File: config.mk
export PLATFORM = sky130hd
export DESIGN_NAME = clint_mmio_flat
export DESIGN_NICKNAME = d
export VERILOG_FILES = /design/src/rtl/clint_mmio_if.sv /design/src/rtl/clint_mmio.sv /design/src/flat_wrapper.sv
export SDC_FILE = /design/constraint.sdc
export NUM_CORES = 1
export LEC_CHECK = 0
export ABC_CLOCK_PERIOD_IN_PS = 2650
export BUFFER_PORTS_ARGS = -buffer_cell sky130_fd_sc_hd__buf_2
export CORE_ASPECT_RATIO = 0.8
export CORE_UTILIZATION = 54
export CTS_CLUSTER_SIZE = 8
export DETAILED_ROUTE_END_ITERATION = 16
export PLACE_DENSITY = 0.81
export SLEW_MARGIN = 15
export SYNTH_ARGS = -nofsm -noshare
export SYNTH_HDL_FRONTEND = slang
export SYNTH_SLANG_ARGS = --single-unit
File: constraint.sdc
create_clock -name clk -period 2.65 [get_ports clk]
set_clock_uncertainty 0.05 [all_clocks]
set_input_delay 0.3975 -clock clk [delete_from_list [all_inputs] [get_ports clk]]
set_output_delay 0.3975 -clock clk [all_outputs]
set_load 0.1 [all_outputs]
File: src/rtl/clint_mmio_if.sv
// clint_mmio_if: valid/ready request and response channels of the CLINT MMIO port.
interface clint_mmio_if;
    logic        req_valid;
    logic        req_ready;
    logic [31:0] req_addr;
    logic        req_we;
    logic [31:0] req_wdata;
    logic [3:0]  req_wstrb;
    logic        resp_valid;
    logic        resp_ready;
    logic [31:0] resp_rdata;
    logic        resp_err;
    modport master (output req_valid, req_addr, req_we, req_wdata, req_wstrb, resp_ready,
                    input  req_ready, resp_valid, resp_rdata, resp_err);
    modport slave  (input  req_valid, req_addr, req_we, req_wdata, req_wstrb, resp_ready,
                    output req_ready, resp_valid, resp_rdata, resp_err);
endinterface

File: src/rtl/clint_mmio.sv
// clint_mmio: single-hart CLINT window (msip, mtimecmp, mtime alias) with a one-deep request/response FSM.
module clint_mmio #(
    parameter logic [31:0] BASE_ADDR = 32'h0200_0000,
    parameter int          HART_ID   = 0
) (
    input  logic         clk,
    input  logic         rst_n,
    clint_mmio_if.slave  bus,
    input  logic [63:0]  mtime_i,
    output logic         mtime_w_en_o,
    output logic [63:0]  mtime_w_data_o,
    output logic         msip_o,
    output logic         mtip_o
);
    localparam logic [0:0]  IDLE    = 1'b0;
    localparam logic [0:0]  RESP    = 1'b1;
    localparam logic [15:0] MSIP_OFF = 16'(4 * HART_ID);
    localparam logic [15:0] CLO_OFF  = 16'(32'h4000 + 8 * HART_ID);
    localparam logic [15:0] CHI_OFF  = 16'(32'h4004 + 8 * HART_ID);

    logic [0:0]  state_q, state_d;
    logic        up_q;
    logic [31:0] rdata_q, rdata_d;
    logic        err_q, err_d;
    logic        msip_q;
    logic [63:0] cmp_q, cmp_d;
    logic        mtip_q;
    logic        wen_q;
    logic [63:0] wdata_q, wdata_d;
    logic [15:0] off;
    logic        in_win, is_msip, is_clo, is_chi, is_tlo, is_thi, accept, wr;

    function automatic logic [31:0] merge(input logic [31:0] old, input logic [31:0] nw,
                                          input logic [3:0] strb);
        logic [31:0] r;
        for (int i = 0; i < 4; i++) r[8*i +: 8] = strb[i] ? nw[8*i +: 8] : old[8*i +: 8];
        return r;
    endfunction

    assign bus.req_ready  = up_q && state_q == IDLE;
    assign bus.resp_valid = state_q == RESP;
    assign bus.resp_rdata = rdata_q;
    assign bus.resp_err   = err_q;
    assign mtime_w_en_o   = wen_q;
    assign mtime_w_data_o = wdata_q;
    assign msip_o         = msip_q;
    assign mtip_o         = mtip_q;

    always_comb begin
        off     = bus.req_addr[15:0];
        in_win  = bus.req_addr[31:16] == BASE_ADDR[31:16];
        is_msip = off == MSIP_OFF;
        is_clo  = off == CLO_OFF;
        is_chi  = off == CHI_OFF;
        is_tlo  = off == 16'hBFF8;
        is_thi  = off == 16'hBFFC;
        err_d   = !in_win || bus.req_addr[1:0] != 2'b00 ||
                  !(is_msip || is_clo || is_chi || is_tlo || is_thi) ||
                  (bus.req_we && bus.req_wstrb == 4'b0000);
        accept  = bus.req_valid && bus.req_ready;
        wr      = accept && bus.req_we && !err_d;
        rdata_d = (err_d || bus.req_we) ? 32'h0 :
                  is_msip ? {31'b0, msip_q} :
                  is_clo  ? cmp_q[31:0] :
                  is_chi  ? cmp_q[63:32] :
                  is_tlo  ? mtime_i[31:0] : mtime_i[63:32];
        cmp_d   = cmp_q;
        if (wr && is_clo) cmp_d[31:0]  = merge(cmp_q[31:0], bus.req_wdata, bus.req_wstrb);
        if (wr && is_chi) cmp_d[63:32] = merge(cmp_q[63:32], bus.req_wdata, bus.req_wstrb);
        wdata_d = is_tlo ? {mtime_i[63:32], merge(mtime_i[31:0], bus.req_wdata, bus.req_wstrb)}
                         : {merge(mtime_i[63:32], bus.req_wdata, bus.req_wstrb), mtime_i[31:0]};
        state_d = accept ? RESP : (state_q == RESP && bus.resp_ready) ? IDLE : state_q;
    end

    // Compare uses the registered mtimecmp, so a compare write shows on mtip one cycle after its edge.
    always_ff @(posedge clk or negedge rst_n) begin
        if (!rst_n) begin
            state_q <= IDLE;
            up_q    <= 1'b0;
            rdata_q <= '0;
            err_q   <= 1'b0;
            msip_q  <= 1'b0;
            cmp_q   <= '1;
            mtip_q  <= 1'b0;
            wen_q   <= 1'b0;
            wdata_q <= '0;
        end else begin
            up_q    <= 1'b1;
            state_q <= state_d;
            cmp_q   <= cmp_d;
            mtip_q  <= mtime_i >= cmp_q;
            wen_q   <= wr && (is_tlo || is_thi);
            if (accept) begin
                rdata_q <= rdata_d;
                err_q   <= err_d;
            end
            if (wr && is_msip && bus.req_wstrb[0]) msip_q <= bus.req_wdata[0];
            if (wr && (is_tlo || is_thi)) wdata_q <= wdata_d;
        end
    end
endmodule

File: src/flat_wrapper.sv
// flat-port wrapper written by rule: the top's interface ports become plain ports
module clint_mmio_flat 
#(
    parameter logic [31:0] BASE_ADDR = 32'h0200_0000,
    parameter int          HART_ID   = 0
)
  (clk, rst_n, mtime_i, mtime_w_en_o, mtime_w_data_o, msip_o, mtip_o, bus_req_valid, bus_req_addr, bus_req_we, bus_req_wdata, bus_req_wstrb, bus_resp_ready, bus_req_ready, bus_resp_valid, bus_resp_rdata, bus_resp_err);
  clint_mmio_if bus_i ();
  input  logic clk;
  input  logic rst_n;
  input  logic [63:0] mtime_i;
  output logic mtime_w_en_o;
  output logic [63:0] mtime_w_data_o;
  output logic msip_o;
  output logic mtip_o;
  input wire logic [$bits(bus_i.req_valid)-1:0] bus_req_valid;
  input wire logic [$bits(bus_i.req_addr)-1:0] bus_req_addr;
  input wire logic [$bits(bus_i.req_we)-1:0] bus_req_we;
  input wire logic [$bits(bus_i.req_wdata)-1:0] bus_req_wdata;
  input wire logic [$bits(bus_i.req_wstrb)-1:0] bus_req_wstrb;
  input wire logic [$bits(bus_i.resp_ready)-1:0] bus_resp_ready;
  output wire logic [$bits(bus_i.req_ready)-1:0] bus_req_ready;
  output wire logic [$bits(bus_i.resp_valid)-1:0] bus_resp_valid;
  output wire logic [$bits(bus_i.resp_rdata)-1:0] bus_resp_rdata;
  output wire logic [$bits(bus_i.resp_err)-1:0] bus_resp_err;
  assign bus_i.req_valid = bus_req_valid;
  assign bus_i.req_addr = bus_req_addr;
  assign bus_i.req_we = bus_req_we;
  assign bus_i.req_wdata = bus_req_wdata;
  assign bus_i.req_wstrb = bus_req_wstrb;
  assign bus_i.resp_ready = bus_resp_ready;
  assign bus_req_ready = bus_i.req_ready;
  assign bus_resp_valid = bus_i.resp_valid;
  assign bus_resp_rdata = bus_i.resp_rdata;
  assign bus_resp_err = bus_i.resp_err;
  clint_mmio #(.BASE_ADDR(BASE_ADDR), .HART_ID(HART_ID)) u_core (.clk(clk), .rst_n(rst_n), .bus(bus_i), .mtime_i(mtime_i), .mtime_w_en_o(mtime_w_en_o), .mtime_w_data_o(mtime_w_data_o), .msip_o(msip_o), .mtip_o(mtip_o));
endmodule
# After elaboration in Yosys (flattened, before gate mapping)
# Cells that the tools add are included.
[word_totals] reg_bits=166 in_bits=137 out_inout_bits=102 wordCells=74
[op_classes] magnitude_cmp=1 n_eq_ne=5 muxes=16 n_bitwise=1 reduce_logical=35
[ops] operator="two-way mux 32 bit" n=5
[ops] operator=">= comparator 64 bit" n=1
[ops] operator="two-way mux 64 bit" n=1
[ops] operator="two-way mux 8 bit" n=8
[ops] operator="== test 16 x 15 -> 1 bit, second input constant" n=2
[ops] operator="== test 16 bit, second input constant" n=2
[ops] operator="== test 16 x 10 -> 1 bit, second input constant" n=1
[ops] operator="zero test 16 bit" n=1
[ops] operator="AND reduction 2 bit" n=8
[ops] operator="logical AND 1 bit" n=11
[ops] operator="logical OR 1 bit" n=9
[ops] operator="zero test 4 bit" n=1
[ops] operator="nonzero test 2 bit" n=2
[ops] operator="zero test 1 bit" n=3
[ops] operator="two-way mux 1 bit" n=2
[ops] operator="inverter 1 bit" n=1

# Depth between registers and ports, before layout
# Gate-level depths: netlist (run 1).
[depth] ltp_word=12 depth_mapped=10 mapped_depth_nobuf=9

# Least setup slack after synthesis (run 1)
# OpenSTA, ideal clock, no wires.
[synth_timing] path_kind="register -> register" from="reg u_core.state_q, in the netlist u_core.bus.resp_valid" to="reg u_core.cmp_q[0]" setup_ps=82 arrival_time_ps=3133 required_time_ps=2518 setup_slack_ps=-615 path_stages_with_launch=8 path_buffers=1 synth_period_minus_slack_ps=3265 cell_sequence="dfrtp_1 nor2b_2 and2_1 and4_1 nand4_2 or3_1 buf_2 mux2_2"
[synth_via] elab_chain_len=7
[synth_rtl] item="start: declaration" line="clint_mmio.sv:21" rtl="logic [0:0] state_q, state_d;"
[synth_rtl] item="start signal: assignment" line="clint_mmio.sv:89" rtl="state_q <= state_d;"
[synth_rtl] item="inverter 1 bit" line="clint_mmio.sv:40" rtl="assign bus.req_ready = up_q && state_q == IDLE;"
[synth_rtl] item="logical AND 1 bit" line="clint_mmio.sv:40"
[synth_rtl] item="net bus_req_ready" line="flat_wrapper.sv:22" rtl="output wire logic [$bits(bus_i.req_ready)-1:0] bus_req_ready;"
[synth_rtl] item="logical AND 1 bit" line="clint_mmio.sv:60" rtl="accept = bus.req_valid && bus.req_ready;"
[synth_rtl] item="logical AND 1 bit (2 in a row)" line="clint_mmio.sv:61" rtl="wr = accept && bus.req_we && !err_d;"
[synth_rtl] item="logical AND 1 bit" line="clint_mmio.sv:68" rtl="if (wr && is_clo) cmp_d[31:0] = merge(cmp_q[31:0], bus.req_wdata, bus.req_wstrb);"
[synth_rtl] item="AND reduction 2 bit (no source line)"
[synth_rtl] item="end signal: assignment" line="clint_mmio.sv:90" rtl="cmp_q <= cmp_d;"
[synth_rtl] item="end: declaration" line="clint_mmio.sv:26" rtl="logic [63:0] cmp_q, cmp_d;"
# The timed path passes the listed nets, and every way through them passes these cells.
# A chain may end at the register's enable or synchronous reset.

# Worst setup path after layout (run 1)
[layout_timing] from="reg u_core.cmp_q[21]" to="reg u_core.mtip_q, in the netlist u_core.mtip_o"
[layout_via] elab_chain_len=1
[layout_rtl] item=">= comparator 64 bit" line="clint_mmio.sv:91" rtl="mtip_q <= mtime_i >= cmp_q;"
[layout_rtl] item="end signal: assignment" line="clint_mmio.sv:91"
[layout_rtl] item="end: declaration" line="clint_mmio.sv:27" rtl="logic mtip_q;"
# No other way between the ends.

==> reports/results.tsv, run 1 <==
metric	value	unit
whs_path_depth	2	
dp_hpwl	19.44	mm
route.vias.total	8105	
cts.sinks	166	
r2r_start	u_core.cmp_q[21]	
clock_latency	440	ps
syn_area_per_cell	10.14	µm²
worstPathRequired	2910	ps
arrival	2880	ps
dpl_cell_area	0.01109	mm²
hold_class	in2reg	
critPathCaptureType	flop	
port-buffer-count	238	
fillCellCount	1376	
synthArstFlopShare	1.000	
gp_congestion	0.8912	
drtAntennaViolNets	0	
clkTransAtPathRegs	70	ps
wl_met3	1.722	mm
die_h	121.3	µm
relSlewSlack	0.6243	
powerDensity	480.9	mW/mm²
grt_antenna_before_repair	1	
r2r_end	u_core.mtip_o	
synth_area	0.009600	mm²
grt_max_degree	92	
status	complete, no violations	
fin_crit_sh	0.9900	
rows	43	
utilization	0.6738	
routed_wl	26.26	mm
synth_cell_types	47	
grt_pass1_vias	7762	
core	0.01738	mm²
nNetsFinal	1383	
viasPerCell	5.704	
leakage	5.816	nW
drive_above_1_share	0.3908	
finalHoldViolCount	0	
setup_viol	0	
design_area	0.01171	mm²
holdCritStartpoint	bus_resp_ready	
r2r_slack	30	ps
finalMaxSlewViolations	0	
postSynthCellCount	947	
layout_common_cells	237 x buf_2, 120 x nand2_1, 103 x o21ai_0	
critPathMaxFanout	3	
wl_met1	11.46	mm
startpoint_type	flop	
grt_pass1_wl	41.00	mm
drt_iter0_drc	428	
synth-edff-count	0	
worst_pin_slew	558.3	ps
numCtsBuffers	17	
vdd_drop_max	0.0003412	V
drc	0	
die_w	151.1	µm
synthesis.nets	1148	
maxCapViolations	0	
fin_hold_ws	98.16	ps
htree_levels	4	
critPathKind	reg2reg	
synthFlopType	dfrtp_1	
ys_ff_latch	166	
holdPathEnd	u_core.bus.resp_valid	
routedWlPerCell	18.48	µm
io_pins	239	
routed.top_layer	met4	
wl_met2	12.58	mm
root_buffer	clkbuf_16	
dr.pass1.iters	6	
track_usage	0.2984	
min_period	2624	ps
setup_tns	0	ps
final_common_cell	buf_2	
cts_tree	built	
rsz0062_at_grt	false	
max_freq	0.3812	GHz
reg2reg_depth	9	
die-area	0.01832	mm²
seq_area_frac_synth	0.4410	
syn2layout_area_growth	21.96	%
start_util	0.5525	
clk_path_buf_depth	2	
ys_warn_count	0	
overflow	0	
[cells by family (layout without fill, tap and decap cells)]
family | Yosys count | after routing | share of synthesized area
compound gates | 178 | 178 | 0.1018
fa+ha+maj | 64 | 64 | 0.08341
buf+inv | 111 | 359 | 0.04796
flops | 166 | 166 | 0.4410
mux | 193 | 193 | 0.2137
other cells | 1 | 2 | 0.0003906
simple gates | 234 | 234 | 0.1117
[flip-flops by register name (all words and copies together), names as in the netlist]
signal and count:
u_core.cmp_q 64, u_core.bus.resp_err 1, u_core.bus.resp_valid 1, u_core.mtip_o 1, u_core.bus.resp_rdata 32, u_core.msip_o 1, u_core.up_q 1, u_core.mtime_w_en_o 1
u_core.mtime_w_data_o 64
[power breakdown]
| part | internal [mW] | switching (mW) |
|---|---|---|
| combinational | 0.225 | 0.352 |
| sequential | 2.54 | 0.00313 |
| clock | 1.44 | 1.07 |
[worst max-delay path by stage]
stage	start	end	slack, ps
2_1_floorplan	u_core.bus.resp_valid	u_core.cmp_q[56]	-20
3_3_place_gp	bus_req_addr[9]	u_core.cmp_q[41]	-100
3_5_place_dp	bus_req_addr[9]	u_core.cmp_q[62]	-170
4_1_cts	u_core.cmp_q[23]	u_core.mtip_o	8
5_1_grt	u_core.cmp_q[35]	u_core.mtip_o	30
6_report	u_core.cmp_q[21]	u_core.mtip_o	30
[cells in the mapped netlist, types with 3 or more instances]
| master | count | area share |
|---|---|---|
| nand2_1 | 121 | 0.047 |
| o21ai_0 | 103 | 0.054 |
| dfrtp_1 | 102 | 0.27 |
| mux2i_1 | 97 | 0.10 |
| mux2_2 | 94 | 0.11 |
| inv_1 | 71 | 0.028 |
| dfstp_2 | 64 | 0.18 |
| ha_1 | 64 | 0.083 |
| a21oi_1 | 51 | 0.027 |
| nor2_1 | 41 | 0.016 |
| clkbuf_1 | 29 | 0.011 |
| nand4_1 | 14 | 0.0091 |
| nor4_1 | 13 | 0.0085 |
| nand2_2 | 12 | 0.0078 |
| nand3_1 | 11 | 0.0057 |
| a21o_1 | 6 | 0.0047 |
| buf_2 | 5 | 0.0026 |
| buf_6 | 5 | 0.0059 |
| nor3_1 | 4 | 0.0021 |
| nor2b_1 | 3 | 0.0020 |
[repair_timing]
action,CTS,global route
buffers inserted,0,0
endpoints found under the setup margin,0,1
endpoints found under the hold margin,30,0
resized for setup,0,3
hold buffers,1,0
[worst max-delay path, cell delays in order (launching register included)]
cell,delay [ps]
dfstp_2,540
inv_1,40
ha_1,290
a21oi_1,190
o21ai_0,150
a221oi_1,450
o211ai_1,220
nand3_1,130
nand3_1,150
a32o_1,290
[area by class of cell]
type | count | area [µm²] | share of cell area
multi-input cells | 670 | 4962 | 0.4238
flip-flops and latches | 166 | 4238 | 0.3619
repair buffers | 256 | 1373 | 0.1172
clock buffers | 22 | 464.2 | 0.03965
well taps | 225 | 281.5 | 0.02404
inverters | 71 | 266.5 | 0.02276
clock inverters | 10 | 121.4 | 0.01037
diodes | 1 | 2.502 | 0.0002137
[through the flow]
| stage | worst slack, ps | cells | power, mW |
|---|---|---|---|
| 6_report | 26.45 | 1421 | 5.631 |
| 5_1_grt | 27.66 | 1421 | 5.812 |
| 4_1_cts | 8.102 | 1420 | 5.637 |
| 3_5_place_dp | -166.5 | 1387 | 3.159 |
| 3_3_place_gp | -95.17 | 1387 | 3.148 |
| 2_1_floorplan | -17.41 | 947 | 2.855 |
[metal layers]
metal,vias up,global-route usage
met5,-,0
met4,0,0.1081
met3,42,0.05526
met2,314,0.4862
met1,3950,0.3959
li1,3799,-
No activity file was read; power rests on OpenSTA's default activity.
==> run 2, diff against run 1 <==
==> constraint.sdc (replaced) <==
create_clock -name clk -period 2.65 [get_ports clk]
set_clock_uncertainty 0.05 [all_clocks]
set_input_delay 0.1325 -clock clk [delete_from_list [all_inputs] [get_ports clk]]
set_output_delay 0.1325 -clock clk [all_outputs]
set_load 0.1 [all_outputs]
==> reports/results.tsv, run 2 (same netlist as run 1, synthesis figures left out) <==
metric	value	unit	change
route.vias.total	8413		+3.8%
arrival	2810	ps	-70 ps
drt_iter0_drc	530		+24%
critPathKind	reg2reg		
finalMaxSlewViolations	0		unchanged
post-cts-setup-buffers	0		unchanged
critPathMaxFanout	3		unchanged
dp.cells	1385		-0.14%
nNetsFinal	1441		+4.2%
gp_congestion	0.9084		+1.9%
dr.pass1.iters	4		-2
overflow	0		unchanged
root_buffer	clkbuf_16		
max_freq	0.3916	GHz	+2.7%
cts.sinks	166		unchanged
whs_path_depth	3		+1
syn2layout_area_growth	27.98	%	
clk_path_buf_depth	2		unchanged
grt_pass1_vias	8629		+11%
powerDensity	459.6	mW/mm²	-4.4%
vdd_drop_max	0.0003500	V	+2.6%
r2r_slack	100	ps	+70 ps
maxCapViolations	0		unchanged
die_w	151.1	µm	unchanged
fillCellCount	1281		-6.9%
cp_slowest_cell	dfstp_2		
seqPwrFrac	0.451		about the same
max_stage_delay	540	ps	about the same
layout_common_cells	237 x buf_2, 120 x nand2_1, 103 x o21ai_0		
htree_levels	4		unchanged
clkPwrFrac	0.433		-0.012
worstPathRequired	2900	ps	about the same
comb_power_share	0.116		+0.014
reg2reg_depth	9		unchanged
stdcell_count	1482		+4.3%
multiInputGateArea	0.004940	mm²	-0.45%
grt_pass1_wl	44.06	mm	+7.5%
track_usage	0.3180		+0.01961
rows	43		unchanged
io_pins	239		unchanged
core	0.01738	mm²	unchanged
grt_antenna_before_repair	2		+1
fin_crit_sh	0.9636		-0.02646
dp_hpwl	19.68	mm	+1.2%
finalPower	5.647	mW	+0.29%
clock_latency	430	ps	about the same
grt_max_degree	76		-17%
finalHoldViolCount	0		unchanged
cts_tree	built		
switching_share	0.2520		-0.0002544
cp_common_cell	a221o_1		
fin_hold_ws	5.261	ps	-92.90 ps
port-buffer-count	238		unchanged
routed_wl	27.94	mm	+6.4%
viasPerCell	5.677		-0.47%
drc	0		unchanged
final_common_cell	buf_2		
utilization	0.7070		+0.03326
routedWlPerCell	18.86	µm	+2.1%
critPathCaptureType	flop		
hold_class	in2reg		
relSlewSlack	0.4938		-0.1306
leakage	6.048	nW	+4.0%
start_util	0.5525		unchanged
status	complete, no violations		
numCtsBuffers	17		unchanged
rsz0062_at_grt	false		
setup_viol	0		unchanged
die_h	121.3	µm	unchanged
place_ws	125.2	ps	+291.7 ps
worstPathCellList	inv_1, ha_1, a21oi_1, o21ai_0, a221o_1, a221o_1, nand2_1, nand3_1, a32o_1		
drtAntennaViolNets	0		unchanged
die-area	0.01832	mm²	unchanged
cell_internal_pwr	4.224	mW	+0.32%
clkTransAtPathRegs	70	ps	about the same
setup_slack	96.56	ps	+70.11 ps
worst_pin_slew	752.4	ps	+194.1 ps
p_sw	1.423	mW	+0.19%
final-seq-area	0.004238	mm²	unchanged
startpoint_type	flop		
drive_above_1_share	0.3711		-0.01969
min_period	2553	ps	-70.11 ps
-- run 2: changes by cell type in the layout (fill, tap and decap cells not counted), sizes merged --
cell,previous run,this run
clkinv,3,4
diode,1,4
buf,255,253
bufinv,2,1
dlygate4sd3,1,61
-- run 2: power groups by stage --
stage,clock (mW),sequential (mW),combinational (mW)
final,2.45,2.55,0.654
after detailed placement,0,2.59,0.571
after global routing,2.58,2.55,0.714
after CTS,2.48,2.55,0.647
after global placement,0,2.59,0.560
after floorplan,0,2.61,0.242
-- run 2: per-layer routing --
| layer | wire length (µm) | GRT usage |
|---|---|---|
| met5 | 0 | 0 |
| met4 | 662 | 0.1269 |
| met3 | 1859 | 0.07406 |
| met2 | 13400 | 0.5258 |
| met1 | 12020 | 0.4011 |
-- run 2: path summary, 6_finish.rpt --
| check | startpoint | endpoint |
|---|---|---|
| worst max-delay path | u_core.cmp_q[33] | u_core.mtip_o |
| worst max register to register | u_core.cmp_q[33] | u_core.mtip_o |
| min in group asynchronous | rst_n | u_core.mtime_w_data_o[52] |
| worst min register to register | u_core.mtime_w_data_o[33] | u_core.mtime_w_data_o[33] |
| worst min-delay path | mtime_i[52] | u_core.mtime_w_data_o[52] |
| max in group asynchronous | rst_n | u_core.cmp_q[6] |
-- run 2: timing repair --
action / 4_1_cts / 5_1_grt
resized for setup: 0 / 0
hold endpoints to repair: 132 / 0
hold buffers: 61 / 0
-- run 2: layout make-up --
cell class / count / share of cell area
tap: 225 / 0.02291
sequential: 166 / 0.3449
inverter: 71 / 0.02169
clock inverter: 10 / 0.007841
timing repair buffer: 314 / 0.1604
antenna: 4 / 0.0008147
multi-input combinational: 670 / 0.4020
clock buffer: 22 / 0.03941
-- run 2: metrics by stage --
step	instance area, µm²	setup TNS, ps
floorplan	9632	-417.2
global placement	11090	0
detailed placement	11090	0
CTS	12280	0
global route	12280	0
finish	12290	0
-- run 2: critical path, delay by kind of cell, from the launching register on --
kind,cells,cell delay [ps]
flip-flops,1,540
AND/OR/NAND/NOR,2,220
buffers and inverters,1,40
adder cells (fa/ha/maj),1,290
AO/OA/AOI/OAI,5,1280
